==> config.mk <==
export PLATFORM = sky130hd
export DESIGN_NAME = ps2_rx_frame
export DESIGN_NICKNAME = d
export VERILOG_FILES = /design/src/rtl/ps2_pkg.sv /design/src/rtl/ps2_line_filter.sv /design/src/rtl/ps2_rx_frame.sv
export SDC_FILE = /design/constraint.sdc
export NUM_CORES = 1
export LEC_CHECK = 0
export ABC_CLOCK_PERIOD_IN_PS = 2300
export BUFFER_PORTS_ARGS = -buffer_cell sky130_fd_sc_hd__clkbuf_2
export CELL_PAD_IN_SITES_DETAIL_PLACEMENT = 1
export CELL_PAD_IN_SITES_GLOBAL_PLACEMENT = 1
export CORE_MARGIN = 4
export CORE_UTILIZATION = 47
export CTS_CLUSTER_DIAMETER = 50
export DETAILED_ROUTE_END_ITERATION = 6
export PLACE_DENSITY_LB_ADDON = 0.08
export SLEW_MARGIN = 20
export SYNTH_ARGS = -nofsm -noshare
export SYNTH_HDL_FRONTEND = slang
export SYNTH_HIERARCHICAL = 1
export SYNTH_SLANG_ARGS = --single-unit
==> constraint.sdc <==
create_clock -name CLK_50M -period 2.3 [get_ports CLK_50M]
set_input_delay 0.23 -clock CLK_50M [delete_from_list [all_inputs] [get_ports CLK_50M]]
set_output_delay 0.23 -clock CLK_50M [all_outputs]
set_load 0.02 [all_outputs]
==> src/rtl/ps2_pkg.sv <==
// Shared types and constants for the PS/2 device-to-host frame receiver.
package ps2_pkg;

  typedef enum logic [1:0] {
    ST_IDLE = 2'd0,
    ST_RECV = 2'd1,
    ST_STOP = 2'd2
  } ps2_state_e;

  typedef enum logic [1:0] {
    ERR_START   = 2'd0,
    ERR_PARITY  = 2'd1,
    ERR_STOP    = 2'd2,
    ERR_TIMEOUT = 2'd3
  } ps2_err_e;

  localparam int FRAME_LEN = 11;
  localparam int DATA_W    = 8;
  localparam int PAYLOAD_W = DATA_W + 1;
  // bits shifted in while in RECV: everything between start and stop
  localparam int RECV_BITS = FRAME_LEN - 2;
  localparam int BIT_CNT_W = $clog2(RECV_BITS + 1);

  function automatic logic odd_parity_ok(input logic [PAYLOAD_W-1:0] payload);
    return ^payload;
  endfunction

endpackage

==> src/rtl/ps2_line_filter.sv <==
// Two-flop synchronizer followed by a stability filter: the output only
// follows the line after FILTER_LEN consecutive identical samples.
module ps2_line_filter #(
  parameter int FILTER_LEN = 8
) (
  input  logic clk,
  input  logic rst_n,
  input  logic line_raw,
  output logic line_filt
);

  localparam int CNT_W = (FILTER_LEN > 1) ? $clog2(FILTER_LEN) : 1;

  logic [1:0]       sync_q, sync_d;
  logic [CNT_W-1:0] cnt_q, cnt_d;
  logic             filt_q, filt_d;

  always_comb begin
    sync_d = {sync_q[0], line_raw};
    filt_d = filt_q;
    cnt_d  = '0;
    if (sync_q[1] != filt_q) begin
      if (cnt_q == CNT_W'(FILTER_LEN - 1)) begin
        filt_d = sync_q[1];
      end else begin
        cnt_d = cnt_q + 1'b1;
      end
    end
  end

  // idle PS/2 lines are high, so everything resets to 1
  always_ff @(posedge clk or negedge rst_n) begin
    if (!rst_n) begin
      sync_q <= 2'b11;
      cnt_q  <= '0;
      filt_q <= 1'b1;
    end else begin
      sync_q <= sync_d;
      cnt_q  <= cnt_d;
      filt_q <= filt_d;
    end
  end

  assign line_filt = filt_q;

endmodule

==> src/rtl/ps2_rx_frame.sv <==
// PS/2 device-to-host frame receiver: start, 8 data bits LSB first, odd parity, stop.
// Optional inter-edge timeout is built when PS2_RX_TIMEOUT_EN is defined.
//
// state | meaning
// IDLE  | waiting for the start-bit falling edge
// RECV  | shifting in 8 data bits then the parity bit
// STOP  | waiting for the stop bit, then check and report
module ps2_rx_frame
  import ps2_pkg::*;
#(
  parameter int FILTER_LEN = 8
`ifdef PS2_RX_TIMEOUT_EN
  , parameter int TIMEOUT_CYCLES = 5000
`endif
) (
  input  logic        CLK_50M,
  input  logic        RST_N,
  input  logic        PS2_CLK,
  input  logic        PS2_DATA,
  output logic [7:0]  DATA,
  output logic        VALID,
  output logic        ERR,
  output logic [1:0]  ERR_CODE,
  output logic        BUSY
);

  logic [1:0] data_sync_q, data_sync_d;
  logic       clk_filt;
  logic       clk_prev_q, clk_prev_d;
  logic       clk_fall;
  logic       data_bit;
  logic       timeout_hit;

  ps2_line_filter #(.FILTER_LEN(FILTER_LEN)) u_clk_filter (
    .clk       (CLK_50M),
    .rst_n     (RST_N),
    .line_raw  (PS2_CLK),
    .line_filt (clk_filt)
  );

  always_comb begin
    data_sync_d = {data_sync_q[0], PS2_DATA};
    clk_prev_d  = clk_filt;
    clk_fall    = clk_prev_q & ~clk_filt;
    data_bit    = data_sync_q[1];
  end

  always_ff @(posedge CLK_50M or negedge RST_N) begin
    if (!RST_N) begin
      data_sync_q <= 2'b11;
      clk_prev_q  <= 1'b1;
    end else begin
      data_sync_q <= data_sync_d;
      clk_prev_q  <= clk_prev_d;
    end
  end

  ps2_state_e             state_q;
  logic [BIT_CNT_W-1:0]   bit_cnt_q;
  logic [PAYLOAD_W-1:0]   shift_q;
  logic [DATA_W-1:0]      data_q;
  logic                   valid_q;
  logic                   err_q;
  ps2_err_e               err_code_q;
  logic                   busy_q;

`ifdef PS2_RX_TIMEOUT_EN
  localparam int TOUT_W = $clog2(TIMEOUT_CYCLES + 1);

  logic [TOUT_W-1:0] tout_q, tout_d;
  logic              clk_edge;

  always_comb begin
    clk_edge = clk_filt ^ clk_prev_q;
    tout_d   = tout_q + 1'b1;
    // the edge is seen one cycle after the filter flipped, so restart at 1
    if (clk_edge) begin
      tout_d = TOUT_W'(1);
    end else if (state_q == ST_IDLE) begin
      tout_d = '0;
    end
    timeout_hit = (state_q != ST_IDLE) && !clk_edge &&
                  (tout_q == TOUT_W'(TIMEOUT_CYCLES - 1));
  end

  always_ff @(posedge CLK_50M or negedge RST_N) begin
    if (!RST_N) begin
      tout_q <= '0;
    end else begin
      tout_q <= tout_d;
    end
  end
`else
  assign timeout_hit = 1'b0;
`endif

  always_ff @(posedge CLK_50M or negedge RST_N) begin
    if (!RST_N) begin
      state_q    <= ST_IDLE;
      bit_cnt_q  <= '0;
      shift_q    <= '0;
      data_q     <= '0;
      valid_q    <= 1'b0;
      err_q      <= 1'b0;
      err_code_q <= ERR_START;
      busy_q     <= 1'b0;
    end else begin
      valid_q <= 1'b0;
      err_q   <= 1'b0;
      unique case (state_q)
        ST_IDLE: begin
          if (clk_fall) begin
            if (!data_bit) begin
              state_q   <= ST_RECV;
              bit_cnt_q <= '0;
              busy_q    <= 1'b1;
            end else begin
              err_q      <= 1'b1;
              err_code_q <= ERR_START;
            end
          end
        end
        ST_RECV: begin
          if (clk_fall) begin
            shift_q   <= {data_bit, shift_q[PAYLOAD_W-1:1]};
            bit_cnt_q <= bit_cnt_q + 1'b1;
            if (bit_cnt_q == BIT_CNT_W'(RECV_BITS - 1)) begin
              state_q <= ST_STOP;
            end
          end else if (timeout_hit) begin
            state_q    <= ST_IDLE;
            busy_q     <= 1'b0;
            err_q      <= 1'b1;
            err_code_q <= ERR_TIMEOUT;
          end
        end
        ST_STOP: begin
          if (clk_fall) begin
            state_q <= ST_IDLE;
            busy_q  <= 1'b0;
            if (!data_bit) begin
              err_q      <= 1'b1;
              err_code_q <= ERR_STOP;
            end else if (!odd_parity_ok(shift_q)) begin
              err_q      <= 1'b1;
              err_code_q <= ERR_PARITY;
            end else begin
              data_q  <= shift_q[DATA_W-1:0];
              valid_q <= 1'b1;
            end
          end else if (timeout_hit) begin
            state_q    <= ST_IDLE;
            busy_q     <= 1'b0;
            err_q      <= 1'b1;
            err_code_q <= ERR_TIMEOUT;
          end
        end
        default: begin
          state_q <= ST_IDLE;
          busy_q  <= 1'b0;
        end
      endcase
    end
  end

  assign DATA     = data_q;
  assign VALID    = valid_q;
  assign ERR      = err_q;
  assign ERR_CODE = err_code_q;
  assign BUSY     = busy_q;

endmodule

==> out/metrics.csv <==
metric;value;unit
critical path fanouts, max;9;
first-pass GRT wire length;5230;µm
largest family of logic cells by synthesized area;multiplexers;
CP Class;flip-flop to flip-flop;
crit path launch type;flip-flop;
clk_lat worst skew;0.34;ns
Critical Path, Cell by Cell;nor4bb_1 > nand3_1 > mux2i_4 > mux2_2;
CP delay by family, top;multiplexers;
reg2reg end;DATA[3]$_DFFE_PN0P_;
min Tclk post-route;2.095;ns
Post-Synth Adder-Cell Area;0.03125;
via/cell ratio;5.235;
asr flop ratio synth;1.000;
Rows;20;
EDFF count, synth;0;
Worst R2R Start;clk_prev_q$_DFF_PN1_;
Buf/Inv on CP;0;
number of fill cells;348;
pre-CTS WS;0.2016;ns
reg-to-reg slack, setup;0.21;ns
final net count;146;
PD cells;833.6;nW/µm²
Peak VDD IR;0.4569;mV
Hold Vio Cnt, Final;3;
largest cells by area after synthesis;dfrtp_1, mux2_2, dfstp_2;
final setup margin;0.2051;ns
Routed WL;2809;µm
Fin Setup TNS;0;ns
post-synthesis xor/xnor area fraction;0.06250;
vias in the first global route;1113;
Crit. End Element;flip-flop;
Wirelength per Cell;15.35;µm
Seq cells post-synth;37;
Tcrit/Tclk final;0.9108;
deepest clock path buffer count;2;
status;complete, but fails checks;
Synth-to-Final Area Change;14.30;%
CP max-delay cell;dfstp_2;
HP Class;input pin to asynchronous set/reset pin;
Worst-path clk slew;0.11;ns
share of layout cells above drive strength 1;0.4173;
die width;66.38;µm
Clock Skew;0.006059;ns
final hold slack;-0.003197;ns
unrepaired setup endpoints after global routing;no;
GRT Util Overall;0.1624;
antenna violations before repair;0;
Max Transition Viols Final;0;
TritonCTS clock tree;yes;
initial cell density of the core;0.5079;
Synth Area in Simple Gates;0.07578;
port bufs;16;
DRC;0;
worst rel slew slack;0.3992;
syn nets;122;
Post-Syn Area per Cell;14.05;µm²
Max H-tree Level;2;
most frequent cell after synthesis;dfrtp_1;
# setup viols final;0;
die height;66.38;µm
worst r2r path cells;4;
Critical Path RT;2.53;ns
Core ar.;3153;µm²
Synth Area in Compound Gates;0.06719;
Mapped Cells;114;
worst slew pin tran;0.8979;ns
CTS buffer count;5;
antenna fix cells;0;
vias;958;
Yosys top cell area share;0.4844;
post-synthesis mux area share;0.1547;
Distinct cells, synth;35;
P_leak;0.9158;nW
yosys warns;6;
Synth area leader;dfrtp_1;
Peak Freq;477.3;MHz
post-cts resize count;0;
die area;4406;µm²
grt total ovfl;0;
failing checks;negative hold slack;
commonest cells in the synthesized netlist;dfrtp_1, mux2_2, dfstp_2;
max cap viols;0;
Top Ports;17;
Post-Syn Area;1602;µm²
Post-DRT Antenna Nets;0;
first-pass iteration count of the detailed router;4;
Primary FF master, synth;dfrtp_1;
max incr delay on CP;0.55;ns
drt initial violations;50;
overall power;0.001526;W
Routability Congestion;0.7950;
pin count of the biggest net entering global routing;38;
Seq/Total Area, Yosys;0.5828;
HPWL Detailed;1995;µm
Data arrival, critical path;2.32;ns
clock root buffer;clkbuf_4;
clk sinks;37;
[repair_timing]
action | 4_1_cts | 5_1_grt
setup buffers | 0 | 0
setup endpoints to repair | 0 | 0
hold buffers | 2 | 0
hold endpoints to repair | 2 | 0
[stage by stage]
step | area, µm² | util | instances
2_1_floorplan | 1602 | - | 114
4_1_cts | 1831 | 0.5806 | 183
3_5_place_dp | 1740 | 0.5520 | 173
3_3_place_gp | 1740 | 0.5520 | 173
6_report | 1831 | 0.5806 | 183
5_1_grt | 1831 | 0.5806 | 183
[state kept, by name (all words and copies together), names as in the netlist, 2 cells and up]
name / flops
DATA: 8
ERR_CODE: 2
bit_cnt_q: 4
data_sync_q: 2
shift_q: 9
state_q: 2
u_clk_filter/cnt_q: 3
u_clk_filter/sync_q: 2
[layer usage]
layer,global-route usage,share of wire,vias to the layer above
li1,-,-,449
met1,0.1878,0.42,486
met2,0.2701,0.52,16
met3,0.04252,0.032,7
met4,0.09137,0.026,0
met5,0,0,-
[cell type report]
class / instances / area [µm²] / area share
Multi-Input combinational cell: 68 / 626.9 / 0.3424
Tap cell: 44 / 55.05 / 0.03008
Timing Repair Buffer: 22 / 130.1 / 0.07109
Clock inverter: 1 / 5.005 / 0.002734
Sequential cell: 37 / 933.4 / 0.5099
Clock buffer: 7 / 65.06 / 0.03554
Inverter: 4 / 15.01 / 0.008202
[cell families after synthesis]
group	Yosys count
buffers and inverters	9
AOI/OAI and AO/OA	15
DFF	37
muxes	21
adders and majority gates	4
xor gates and xnor gates	8
and+or+nand+nor	20
[report_power, final]
part / total [W] / switching, W / internal [W]
logic: 0.000348 / 0.000178 / 0.000170
clock network: 0.000380 / 0.000203 / 0.000177
registers: 0.000798 / 0.0000604 / 0.000738
[cell usage in the layout, fill, tap and decap left out, types with 2 or more instances in the layout]
cell,n
nand2b_1,2
mux2_2,19
a22o_1,3
and2_1,2
clkbuf_4,5
nor2_1,3
clkbuf_2,16
nand3_1,2
dlygate4sd3_1,2
nor3_1,2
ha_1,4
clkbuf_8,2
xnor2_1,3
nor2b_1,2
xnor3_2,2
dfstp_2,6
nand2_1,2
o21ai_0,4
dfrtp_1,31
xor2_1,3
inv_1,4
buf_4,4
[worst register-to-register path, stage by stage (launching register included)]
cell	delay (ns)
dfstp_2	0.55
nor4bb_1	0.47
nand3_1	0.20
mux2i_4	0.37
mux2_2	0.39
[worst max-delay path by stage]
stage	start	endpoint	slack [ns]	cells past startpoint
finish	clk_prev_q$_DFF_PN1_	DATA[3]$_DFFE_PN0P_	0.21	4
global route	clk_prev_q$_DFF_PN1_	DATA[3]$_DFFE_PN0P_	0.08	4
CTS	clk_prev_q$_DFF_PN1_	DATA[3]$_DFFE_PN0P_	0.18	4
detailed placement	clk_prev_q$_DFF_PN1_	DATA[3]$_DFFE_PN0P_	0.20	4
global placement	clk_prev_q$_DFF_PN1_	DATA[3]$_DFFE_PN0P_	0.31	4
floorplan	clk_prev_q$_DFF_PN1_	DATA[0]$_DFFE_PN0P_	0.38	4
Power figures use the tool's default switching activity.
